<file path="src/rtl/seq_restoring_divider_if.sv">
// Handshake and data bundle for seq_restoring_divider.
// The controller side drives start and operands; the divider side returns
// status and results.
interface seq_restoring_divider_if #(
  parameter int WIDTH = 8
);
  logic             start;
  logic [WIDTH-1:0] dividend;
  logic [WIDTH-1:0] divisor;
  logic             busy;
  logic             done;
  logic [WIDTH-1:0] quotient;
  logic [WIDTH-1:0] remainder;
  logic             div_by_zero;

  modport master (
    output start, dividend, divisor,
    input  busy, done, quotient, remainder, div_by_zero
  );

  modport slave (
    input  start, dividend, divisor,
    output busy, done, quotient, remainder, div_by_zero
  );
endinterface

</file>
<file path="src/rtl/seq_restoring_divider.sv">
// Sequential restoring divider for unsigned WIDTH-bit operands.
// One quotient bit is produced per clock by a shift/compare/subtract step.
// A zero divisor skips the iterations and reports all-ones quotient,
// the dividend as remainder, and raises div_by_zero.
module seq_restoring_divider #(
  parameter int WIDTH = 8
) (
  input  logic                   clk,
  input  logic                   rst,
  seq_restoring_divider_if.slave bus
);

  localparam int              CW       = $clog2(WIDTH + 1);
  localparam logic [CW-1:0]   CNT_LAST = CW'(WIDTH - 1);
  localparam logic [CW-1:0]   CNT_ONE  = CW'(1);

  typedef enum logic [1:0] {
    S_IDLE = 2'd0,
    S_RUN  = 2'd1,
    S_DONE = 2'd2
  } state_t;

  state_t           state_q, state_d;
  logic [CW-1:0]    cnt_q,   cnt_d;
  logic [WIDTH-1:0] div_q,   div_d;     // captured divisor D
  logic [WIDTH-1:0] qsh_q,   qsh_d;     // dividend/quotient shift register Q
  logic [WIDTH:0]   rem_q,   rem_d;     // partial remainder R, one guard bit
  logic [WIDTH-1:0] quot_q,  quot_d;
  logic [WIDTH-1:0] res_q,   res_d;
  logic             dbz_q,   dbz_d;
  logic             busy_q,  busy_d;
  logic             done_q,  done_d;

  // Shifted partial remainder and its trial subtraction for this iteration.
  logic [WIDTH:0]   shift_s;
  logic [WIDTH:0]   diff_s;
  logic             ge_s;
  logic [WIDTH-1:0] qsh_next_s;
  logic [WIDTH:0]   rem_next_s;

  // Datapath for one restoring step: shift in next dividend bit, compare, subtract.
  always_comb begin
    shift_s    = {rem_q[WIDTH-1:0], qsh_q[WIDTH-1]};
    diff_s     = shift_s - {1'b0, div_q};
    ge_s       = (shift_s >= {1'b0, div_q});
    qsh_next_s = {qsh_q[WIDTH-2:0], ge_s};
    if (ge_s) begin
      rem_next_s = diff_s;
    end else begin
      rem_next_s = shift_s;
    end
  end

  // Next-state and result logic; every register holds unless updated below.
  always_comb begin
    state_d = state_q;
    cnt_d   = cnt_q;
    div_d   = div_q;
    qsh_d   = qsh_q;
    rem_d   = rem_q;
    quot_d  = quot_q;
    res_d   = res_q;
    dbz_d   = dbz_q;
    case (state_q)
      S_IDLE, S_DONE: begin
        if (bus.start) begin
          div_d = bus.divisor;
          qsh_d = bus.dividend;
          rem_d = {(WIDTH + 1){1'b0}};
          cnt_d = {CW{1'b0}};
          dbz_d = 1'b0;
          if (bus.divisor == {WIDTH{1'b0}}) begin
            state_d = S_DONE;
            quot_d  = {WIDTH{1'b1}};
            res_d   = bus.dividend;
            dbz_d   = 1'b1;
          end else begin
            state_d = S_RUN;
          end
        end else begin
          state_d = S_IDLE;
        end
      end
      S_RUN: begin
        qsh_d = qsh_next_s;
        rem_d = rem_next_s;
        cnt_d = cnt_q + CNT_ONE;
        if (cnt_q == CNT_LAST) begin
          state_d = S_DONE;
          quot_d  = qsh_next_s;
          res_d   = rem_next_s[WIDTH-1:0];
        end else begin
          state_d = S_RUN;
        end
      end
      default: begin
        state_d = S_IDLE;
      end
    endcase
    busy_d = (state_d == S_RUN);
    done_d = (state_d == S_DONE);
  end

  // State and result registers with synchronous reset taking priority over start.
  always_ff @(posedge clk) begin
    if (rst) begin
      state_q <= S_IDLE;
      cnt_q   <= {CW{1'b0}};
      div_q   <= {WIDTH{1'b0}};
      qsh_q   <= {WIDTH{1'b0}};
      rem_q   <= {(WIDTH + 1){1'b0}};
      quot_q  <= {WIDTH{1'b0}};
      res_q   <= {WIDTH{1'b0}};
      dbz_q   <= 1'b0;
      busy_q  <= 1'b0;
      done_q  <= 1'b0;
    end else begin
      state_q <= state_d;
      cnt_q   <= cnt_d;
      div_q   <= div_d;
      qsh_q   <= qsh_d;
      rem_q   <= rem_d;
      quot_q  <= quot_d;
      res_q   <= res_d;
      dbz_q   <= dbz_d;
      busy_q  <= busy_d;
      done_q  <= done_d;
    end
  end

  assign bus.busy        = busy_q;
  assign bus.done        = done_q;
  assign bus.quotient    = quot_q;
  assign bus.remainder   = res_q;
  assign bus.div_by_zero = dbz_q;

endmodule

</file>
<file path="src/flat_wrapper.sv">
// flat-port wrapper written by rule: the top's interface ports become plain ports
module seq_restoring_divider_flat 
#(
  parameter int WIDTH = 8
)
  (clk, rst, bus_start, bus_dividend, bus_divisor, bus_busy, bus_done, bus_quotient, bus_remainder, bus_div_by_zero);
  seq_restoring_divider_if #(.WIDTH(WIDTH)) bus_i ();
  input  logic clk;
  input  logic rst;
  input wire logic [$bits(bus_i.start)-1:0] bus_start;
  input wire logic [$bits(bus_i.dividend)-1:0] bus_dividend;
  input wire logic [$bits(bus_i.divisor)-1:0] bus_divisor;
  output wire logic [$bits(bus_i.busy)-1:0] bus_busy;
  output wire logic [$bits(bus_i.done)-1:0] bus_done;
  output wire logic [$bits(bus_i.quotient)-1:0] bus_quotient;
  output wire logic [$bits(bus_i.remainder)-1:0] bus_remainder;
  output wire logic [$bits(bus_i.div_by_zero)-1:0] bus_div_by_zero;
  assign bus_i.start = bus_start;
  assign bus_i.dividend = bus_dividend;
  assign bus_i.divisor = bus_divisor;
  assign bus_busy = bus_i.busy;
  assign bus_done = bus_i.done;
  assign bus_quotient = bus_i.quotient;
  assign bus_remainder = bus_i.remainder;
  assign bus_div_by_zero = bus_i.div_by_zero;
  seq_restoring_divider #(.WIDTH(WIDTH)) u_core (.clk(clk), .rst(rst), .bus(bus_i));
endmodule
</file>
<file path="config.mk">
export PLATFORM = sky130hd
export DESIGN_NAME = seq_restoring_divider_flat
export DESIGN_NICKNAME = d
export VERILOG_FILES = /design/src/rtl/seq_restoring_divider_if.sv /design/src/rtl/seq_restoring_divider.sv /design/src/flat_wrapper.sv
export SDC_FILE = /design/constraint.sdc
export NUM_CORES = 1
export LEC_CHECK = 0
export BUFFER_PORTS_ARGS = -buffer_cell sky130_fd_sc_hd__buf_2
export CAP_MARGIN = 10
export CORE_ASPECT_RATIO = 0.6
export CORE_MARGIN = 2
export CORE_UTILIZATION = 25
export CTS_CLUSTER_SIZE = 12
export DETAILED_ROUTE_END_ITERATION = 7
export GPL_TIMING_DRIVEN = 0
export SYNTH_ARGS = -nofsm -noshare
export SYNTH_HDL_FRONTEND = slang
export SYNTH_SLANG_ARGS = --single-unit
</file>
<file path="constraint.sdc">
create_clock -name clk -period 3.35 [get_ports clk]
set_clock_uncertainty 0.1 [all_clocks]
set_input_delay 0.5025 -clock clk [delete_from_list [all_inputs] [get_ports clk]]
set_output_delay 0.5025 -clock clk [all_outputs]
set_load 0.1 [all_outputs]
</file>
# Word level (Yosys, flattened, before mapping)
# Index checks and enable logic that the tools add are counted.
[totals]
reg_bits = 49
inputBits = 19
out_inout_bits = 19
word_cells = 48
[classes]
n_addsub = 2
n_lt_le_gt_ge = 1
n_eq_ne = 8
muxes = 20
reduce_logical = 7
[op_table]
columns = ["cell", "count"]
rows = [
  ["$mux W8", 9],
  ["$pmux W8 S2", 4],
  ["$ge A9 B8 Y1", 1],
  ["$logic_not A8 Y1", 1],
  ["$pmux W4 S2", 1],
  ["$sub A8 B8 Y8", 1],
  ["$mux W2", 3],
  ["$add A4 B1 Y4 const B", 1],
  ["$eq A2 B1 Y1 const B", 2],
  ["$eq A2 B2 Y1 const B", 2],
  ["$eq A4 B3 Y1 const B", 1],
  ["$mux W4", 1],
  ["$ne A2 B1 Y1 const B", 2],
  ["$pmux W2 S2", 1],
  ["$reduce_and A2 Y1", 2],
  ["$reduce_and A4 Y1", 1],
  ["$logic_not A2 Y1", 1],
  ["$ne A2 B2 Y1 const B", 1],
  ["$reduce_bool A2 Y1", 1],
  ["$reduce_or A2 Y1", 1],
  ["$mux W1", 1],
]

# Longest topological paths before layout
# Gate-level depths: netlist of the first run.
[logic_depth]
ltp_word = 5
mapped_depth = 9
ltp_nobuf = 9

# Least setup slack after synthesis of the first run
# No wires, ideal clock.
[synth_timing]
path_type = "register to register"
start = "register u_core.div_q[2]"
end = "register u_core.res_q[6] (netlist: u_core.bus.remainder[6])"
setup_ns = 0.129
arrival_ns = 1.804
required_ns = 3.121
slack_ns = 1.317
path_stages_with_launch = 9
path_buffers = 0
period_less_slack_ns = 2.033
cell_sequence = "dfxtp_1 -> inv_1 -> ha_1 -> nor2b_1 -> o31a_1 -> o21ai_1 -> or3b_1 -> a31oi_1 -> o32ai_1"
[synth_via]
elab_chain_len = 4
elab_cells_between_ends = 5
classes_between = "add/sub (1); order compare (1); mux (3)"
[synth_rtl]
columns = ["item", "line", "rtl"]
rows = [
  ["from (decl)", "seq_restoring_divider.sv:25", "logic [WIDTH-1:0] div_q, div_d;"],
  ["from (signal assigned)", "seq_restoring_divider.sv:109", "div_q <= {WIDTH{1'b0}};"],
  ["from (signal assigned)", "seq_restoring_divider.sv:120", "div_q <= div_d;"],
  ["$sub A8 B8 Y8 / $ge A9 B8 Y1 (equally long branches)", "seq_restoring_divider.sv:44, seq_restoring_divider.sv:45", ""],
  ["$mux W8 (*)", "seq_restoring_divider.sv:47", "if (ge_s) begin"],
  ["$mux W8 (*)", "seq_restoring_divider.sv:88", "if (cnt_q == CNT_LAST) begin"],
  ["$pmux W8 S2 (*)", "seq_restoring_divider.sv:64", "case (state_q)"],
  ["to (signal assigned)", "seq_restoring_divider.sv:113", "res_q <= {WIDTH{1'b0}};"],
  ["to (signal assigned)", "seq_restoring_divider.sv:124", "res_q <= res_d;"],
  ["to (decl)", "seq_restoring_divider.sv:29", "logic [WIDTH-1:0] res_q, res_d;"],
]
# Every way passes the cells marked *; elsewhere a longest branch is shown, timed or not. The select of a mux whose other input is x is not followed.
# A chain may end at the register's enable or synchronous reset.

# Final worst setup path of the first run
[layout_timing]
start = "register u_core.qsh_q[7]"
end = "register u_core.res_q[4] (netlist: u_core.bus.remainder[4])"
[layout_via]
elab_chain_len = 4
elab_cells_between_ends = 5
classes_between = "add/sub (1); order compare (1); mux (3)"
[layout_rtl]
columns = ["item", "line", "rtl"]
rows = [
  ["from (decl)", "seq_restoring_divider.sv:26", "logic [WIDTH-1:0] qsh_q, qsh_d;"],
  ["from (signal assigned)", "seq_restoring_divider.sv:110", "qsh_q <= {WIDTH{1'b0}};"],
  ["from (signal assigned)", "seq_restoring_divider.sv:121", "qsh_q <= qsh_d;"],
  ["$sub A8 B8 Y8 / $ge A9 B8 Y1 (equally long branches)", "seq_restoring_divider.sv:44, seq_restoring_divider.sv:45", ""],
  ["$mux W8 (*)", "seq_restoring_divider.sv:47", ""],
  ["$mux W8 (*)", "seq_restoring_divider.sv:88", ""],
  ["$pmux W8 S2 (*)", "seq_restoring_divider.sv:64", ""],
]
# Marks and branches as above.

==> impl_metrics.toml, run 1 <==
[status]
status = "complete, no violations"

[hold_path]
hp-class = "reg -> reg"
holdCritStartpoint = "u_core.div_q[5]"
hold_depth = 2
holdPathEnd = "u_core.div_q[5]"

[layout]
drive_gt1_share_pct = 16.0
multi_input_area_mm2 = 0.00124
layout.nets = 360
final_common_cell = "nand2_1"
fillCellCount = 986
syn_to_final_growth_pct = 22.1
antenna_cells = 0
fin_util_pct = 31.4
layout_common_cells = "nand2_1 (53), dfxtp_1 (49), buf_2 (40), nor2_1 (39), a21oi_1 (21)"
final-seq-area_um2 = 981

[yosys]
yosysSeqAreaShare_pct = 41.7
ys_types = 42
synth_area_mm2 = 0.00235
synth_nets = 316
synth-edff-count = 0
syn_avg_cell_area_um2 = 8.20
synth_top_cell_area_share_pct = 41.7
synthCells = 287
synth_top_cells_by_area = "dfxtp_1 (42%), nand2_1 (8.5%), nor2_1 (6.2%), ha_1 (4.8%), a21oi_1 (4.5%)"
yosys.area.top_type = "dfxtp_1"
async_flop_share_pct = 0
yosys_register_bits = 49
yosysWarnings = 0
synth_top_flop_cell = "dfxtp_1"

[worst_setup_path]
crit_type = "reg -> reg"
regToRegEndpoint = "u_core.bus.remainder[4]"
r2r_start = "u_core.qsh_q[7]"
r2r_slack_ns = 1.0
path_cells = "inv_1, ha_1, fa_1, nor2b_1, o31a_1, a21oi_1, mux2_1, nand2_1, a311oi_2"
cp-end-kind = "flip-flop"
path_max_fanout = 3
cp_slowest_cell = "fa_1"
arrival_ns = 2.41
crit_required_ns = 3.40
reg2regPathDepth = 9
cpPeakStageDelay_ns = 0.43
crit_path_start_kind = "flip-flop"

[sta]
rsz0062_at_grt = "no"
finalSetupViolCount = 0
slew_headroom_pct = 52.5
tightest_slew_ns = 0.710
hold_viol = 0
final.period_utilization_pct = 70.3
setup_tns_ns = 0
slew_viol_final = 0
hold-worst-slack_ns = 0.355
period_minus_slack_ns = 2.35
fmax_mhz = 425

[die]
fp.dieArea_mm2 = 0.0102
start_util_pct = 25.7
die_w_um = 129
num_rows = 27
die_h_um = 79.2
core-area_mm2 = 0.00916
ioPinCount = 38

[placed_design]
dpl.hpwl_um = 5070
gp_routability_congestion = 0.810
port_buffers = 37

[power]
ir_drop_uv = 263
p_per_area_mw_per_mm2 = 584
p_total_mw = 1.68
p_leak_nw = 1.13

[clocking]
cts-root-buf = "clkbuf_16"
cts_buffer_depth = 2
clkSinkCount = 49
cts_setup_buffers = 0
cts_tree = "yes"
clk_pin_slew_ns = 0.06
cts_buffers = 5
clock_latency_ns = 0.29
cts.repair.resized = 0
cts_hold_buf = 0
htreeDepth = 2

[flow_run]
drv_cap = 0

[drt]
viasPerCell = 4.66
dr.pass1.iters = 4
routed_wl_um = 6410
drc = 0
detail-route-antenna-nets = 0
vias = 2151
drtIter0Drc = 170
wl_per_cell_um = 13.9

[grt]
grt_pass1_wl_um = 10500
grt_max_degree = 15
grt-ovfl-total = 0
grt_pass1_vias = 1944
antenna_found_initial = 0
grt_use_total_pct = 13.6
## how the worst max path moves through the flow
stage,from,to,slack (ns),depth (start not counted)
3_3_place_gp,u_core.qsh_q[7],u_core.bus.remainder[6],1.03,9
2_1_floorplan,u_core.div_q[2],u_core.bus.remainder[6],1.32,8
4_1_cts,u_core.qsh_q[7],u_core.bus.remainder[6],1.0,9
6_report,u_core.qsh_q[7],u_core.bus.remainder[4],1.0,9
3_5_place_dp,u_core.qsh_q[7],u_core.bus.remainder[6],1.03,9
5_1_grt,u_core.qsh_q[7],u_core.bus.remainder[6],0.80,9
## cells in the mapped netlist, drive strengths merged, types with 3 or more instances
master	n
a311oi	13
nand2b	4
nor2b	6
ha	9
nand2	53
a211oi	9
a21oi	21
a22oi	3
nand3	3
nor2	39
o21ai	7
o21a	4
o31ai	4
clkbuf	12
dfxtp	49
inv	13
buf	6
a31oi	4
## power breakdown
group          switching (mW)  leakage [nW]  internal, mW
Sequential             0.0230         0.399         0.616
Combinational           0.271         0.644         0.175
Clock                   0.221        0.0841         0.373
Total                   0.515          1.13          1.16
## worst max-delay path: cells and delay by family, from the launching register on
family	cells	cell delay (ns)
AOI/OAI and AO/OA	3	0.38
muxes	1	0.29
adders and majority gates	2	0.67
DFF	1	0.41
and+or+nand+nor	2	0.31
buffers and inverters	1	0.07
## registers in the layout, indices dropped and copies added (netlist names)
register	cells
u_core.bus.busy	1
u_core.bus.div_by_zero	1
u_core.bus.done	1
u_core.bus.quotient	8
u_core.bus.remainder	8
u_core.cnt_q	4
u_core.div_q	8
u_core.qsh_q	8
u_core.rem_q	8
u_core.state_q	2
## stage by stage
step	setup slack [ns]	instance area (um2)	std cells
global placement	1.03	2700	454
CTS	0.999	2870	462
finish	0.996	2870	462
global route	0.800	2870	462
detailed placement	1.03	2700	454
floorplan	1.32	2350	287
## kinds of logic (layout without fill, tap and decap cells)
kind of cell,count (synthesis),count (layout),share of synthesized area (%)
DFF,49,49,41.7
AOI/OAI and AO/OA,76,76,23.7
buffers and inverters,31,76,5.42
and+or+nand+nor,113,113,20.3
muxes,4,4,1.81
xor gates and xnor gates,4,4,1.49
adders and majority gates,10,10,5.64
## per-layer routing
metal	up-vias	share of wire, %	global-route usage, %
li1	1088	-	-
met1	1004	56	21.9
met2	52	36	16.7
met3	7	7.2	4.04
met4	0	0.81	3.04
met5	-	0	0
## final cells by class
| class | instances | area share, % |
|---|---|---|
| Inverter | 13 | 1.70 |
| Buffer | 18 | 2.74 |
| Clock inverter | 1 | 1.04 |
| Tap cell | 130 | 5.66 |
| Sequential cell | 49 | 34.1 |
| Timing Repair Buffer | 37 | 6.44 |
| Multi-Input combinational cell | 207 | 43.3 |
| Clock buffer | 7 | 4.96 |
(Power assumes the default switching activity.)
==> inputs of run 2 (changes only) <==
- clock period: 3.35 -> 2.45 ns (I/O delays scaled with it)
==> run 2 against run 1 <==
Core utilization up 0.20 points. Register-to-register slack worse by 0.88 ns. Cell area grew 0.65%. Critical path depth unchanged. Sequential share of layout area is 0.22 points lower. Cell count up 0.22%. Fmax up 0.72%. Clock power rose by 37%. Via count up 0.79%. Largest cell class unchanged.
==> impl_metrics.toml, run 2 (synthesized netlist as in run 1, its figures left out) <==
[grt]
grt-ovfl-total = 0
grt_pass1_vias = 1944
grt_pass1_wl_um = 10500
grt_max_degree = 15
grt_use_total_pct = 13.6
antenna_found_initial = 0

[die]
start_util_pct = 25.7
num_rows = 27
die_h_um = 79.2
ioPinCount = 38
die_w_um = 129
core-area_mm2 = 0.00916
fp.dieArea_mm2 = 0.0102

[placed_design]
dpl.hpwl_um = 5070
gp_routability_congestion = 0.810
dp_slack_ns = 0.128
port_buffers = 37

[worst_setup_path]
cpPeakStageDelay_ns = 0.37
crit_required_ns = 2.52
path_cells = "inv_1, ha_1, fa_2, nor2b_2, o31a_1, o21ai_1, or3b_1, a31oi_2, o32ai_1"
worst-path-buf-inv = 1
critPathTopFamily = "compound AO/OA/AOI/OAI gates"
crit_path_start_kind = "flip-flop"
path_max_fanout = 3
cp-end-kind = "flip-flop"
cp_slowest_cell = "or3b_1"
arrival_ns = 2.40
crit_type = "reg -> reg"

[power]
ir_drop_uv = 361
p_switching_uw = 714
p_leak_nw = 1.13
comb_power_share_pct = 27.2
internal-power_mw = 1.60
p_sw_share_pct = 30.8
p_per_area_mw_per_mm2 = 801
power.share.clock_pct = 35.1
p_seq_share_pct = 37.7

[sta]
final.period_utilization_pct = 95.4
slew_headroom_pct = 52.9
rsz0062_at_grt = "no"
period_minus_slack_ns = 2.34
tightest_slew_ns = 0.703
fmax_mhz = 428
slew_viol_final = 0
setup_tns_ns = 0
hold_viol = 0
worst_slack_ns = 0.113
finalSetupViolCount = 0

[clocking]
htreeDepth = 2
cts_buffers = 5
cts-root-buf = "clkbuf_16"
clock_latency_ns = 0.29
cts_tree = "yes"
cts_buffer_depth = 2
clk_pin_slew_ns = 0.06
clkSinkCount = 49

[layout]
layout.nets = 361
final_common_cell = "nand2_1"
syn_to_final_growth_pct = 22.9
drive_gt1_share_pct = 17.1
antenna_cells = 0
layout_common_cells = "nand2_1 (53), dfxtp_1 (49), buf_2 (40), nor2_1 (39), a21oi_1 (21)"
fin_util_pct = 31.6

[drt]
drc = 0
dr.pass1.iters = 4
wl_per_cell_um = 14.0
detail-route-antenna-nets = 0
drtIter0Drc = 193
routed_wl_um = 6470
vias = 2168
viasPerCell = 4.68

[status]
status = "complete, no violations"

[hold_path]
hp-class = "in -> reg"

[flow_run]
drv_cap = 0
-- run 2: cell count changes in the layout (fill, tap and decap cells not counted) --
cell	before	now
nor2b_2	0	1
fa_1	1	0
buf_4	0	1
fa_2	0	1
nor2b_1	6	5
a31oi_2	0	1
a31oi_1	4	3
-- run 2: worst min-delay path: stages --
cell,delay [ns]
buf_2,0.10
nand2_1,0.05
a21oi_1,0.05
-- run 2: path summary, 6_finish.rpt --
check	from	end	slack, ns	depth (start not counted)
max	u_core.qsh_q[7]	u_core.bus.remainder[6]	0.11	9
min	bus_divisor[5]	u_core.div_q[5]	0.22	3
max reg2reg	u_core.qsh_q[7]	u_core.bus.remainder[6]	0.11	9
min reg2reg	u_core.div_q[5]	u_core.div_q[5]	0.36	2
-- run 2: per-layer routing --
layer / GRT usage, % / part of all wire [%]
met3: 4.04 / 6.9
met4: 3.04 / 0.80
met5: 0 / 0
met2: 16.7 / 36
met1: 21.9 / 56
-- run 2: stage by stage --
stage / area, um2 / std cells / hold WS (ns) / total power [mW]
floorplan: 2350 / 287 / 0.332 / 1.34
global placement: 2700 / 454 / 0.345 / 1.48
detailed placement: 2700 / 454 / 0.348 / 1.49
CTS: 2870 / 462 / 0.220 / 2.30
global route: 2890 / 463 / 0.228 / 2.44
finish: 2890 / 463 / 0.223 / 2.32
-- run 2: power by group through the flow --
stage	Sequential (mW)	Combinational (mW)	Clock, mW
2_1_floorplan	0.896	0.445	0
3_3_place_gp	0.890	0.585	0
3_5_place_dp	0.891	0.599	0
4_1_cts	0.873	0.600	0.827
5_1_grt	0.880	0.692	0.863
6_report	0.874	0.630	0.814
-- run 2: final cells by class --
class	instances	area, um2
buffer	18	78.8
clock buffer	7	143
fill	989	6260
multi-input combinational	207	1260
sequential	49	981
tap	130	163
timing repair buffer	38	193
clock inverter	1	30.0
inverter	13	48.8
-- run 2: what timing repair did --
item | CTS | global route
hold buffers | 0 | 0
setup buffers | 0 | 1
resized for setup | 0 | 3
setup endpoints to repair | 0 | 4
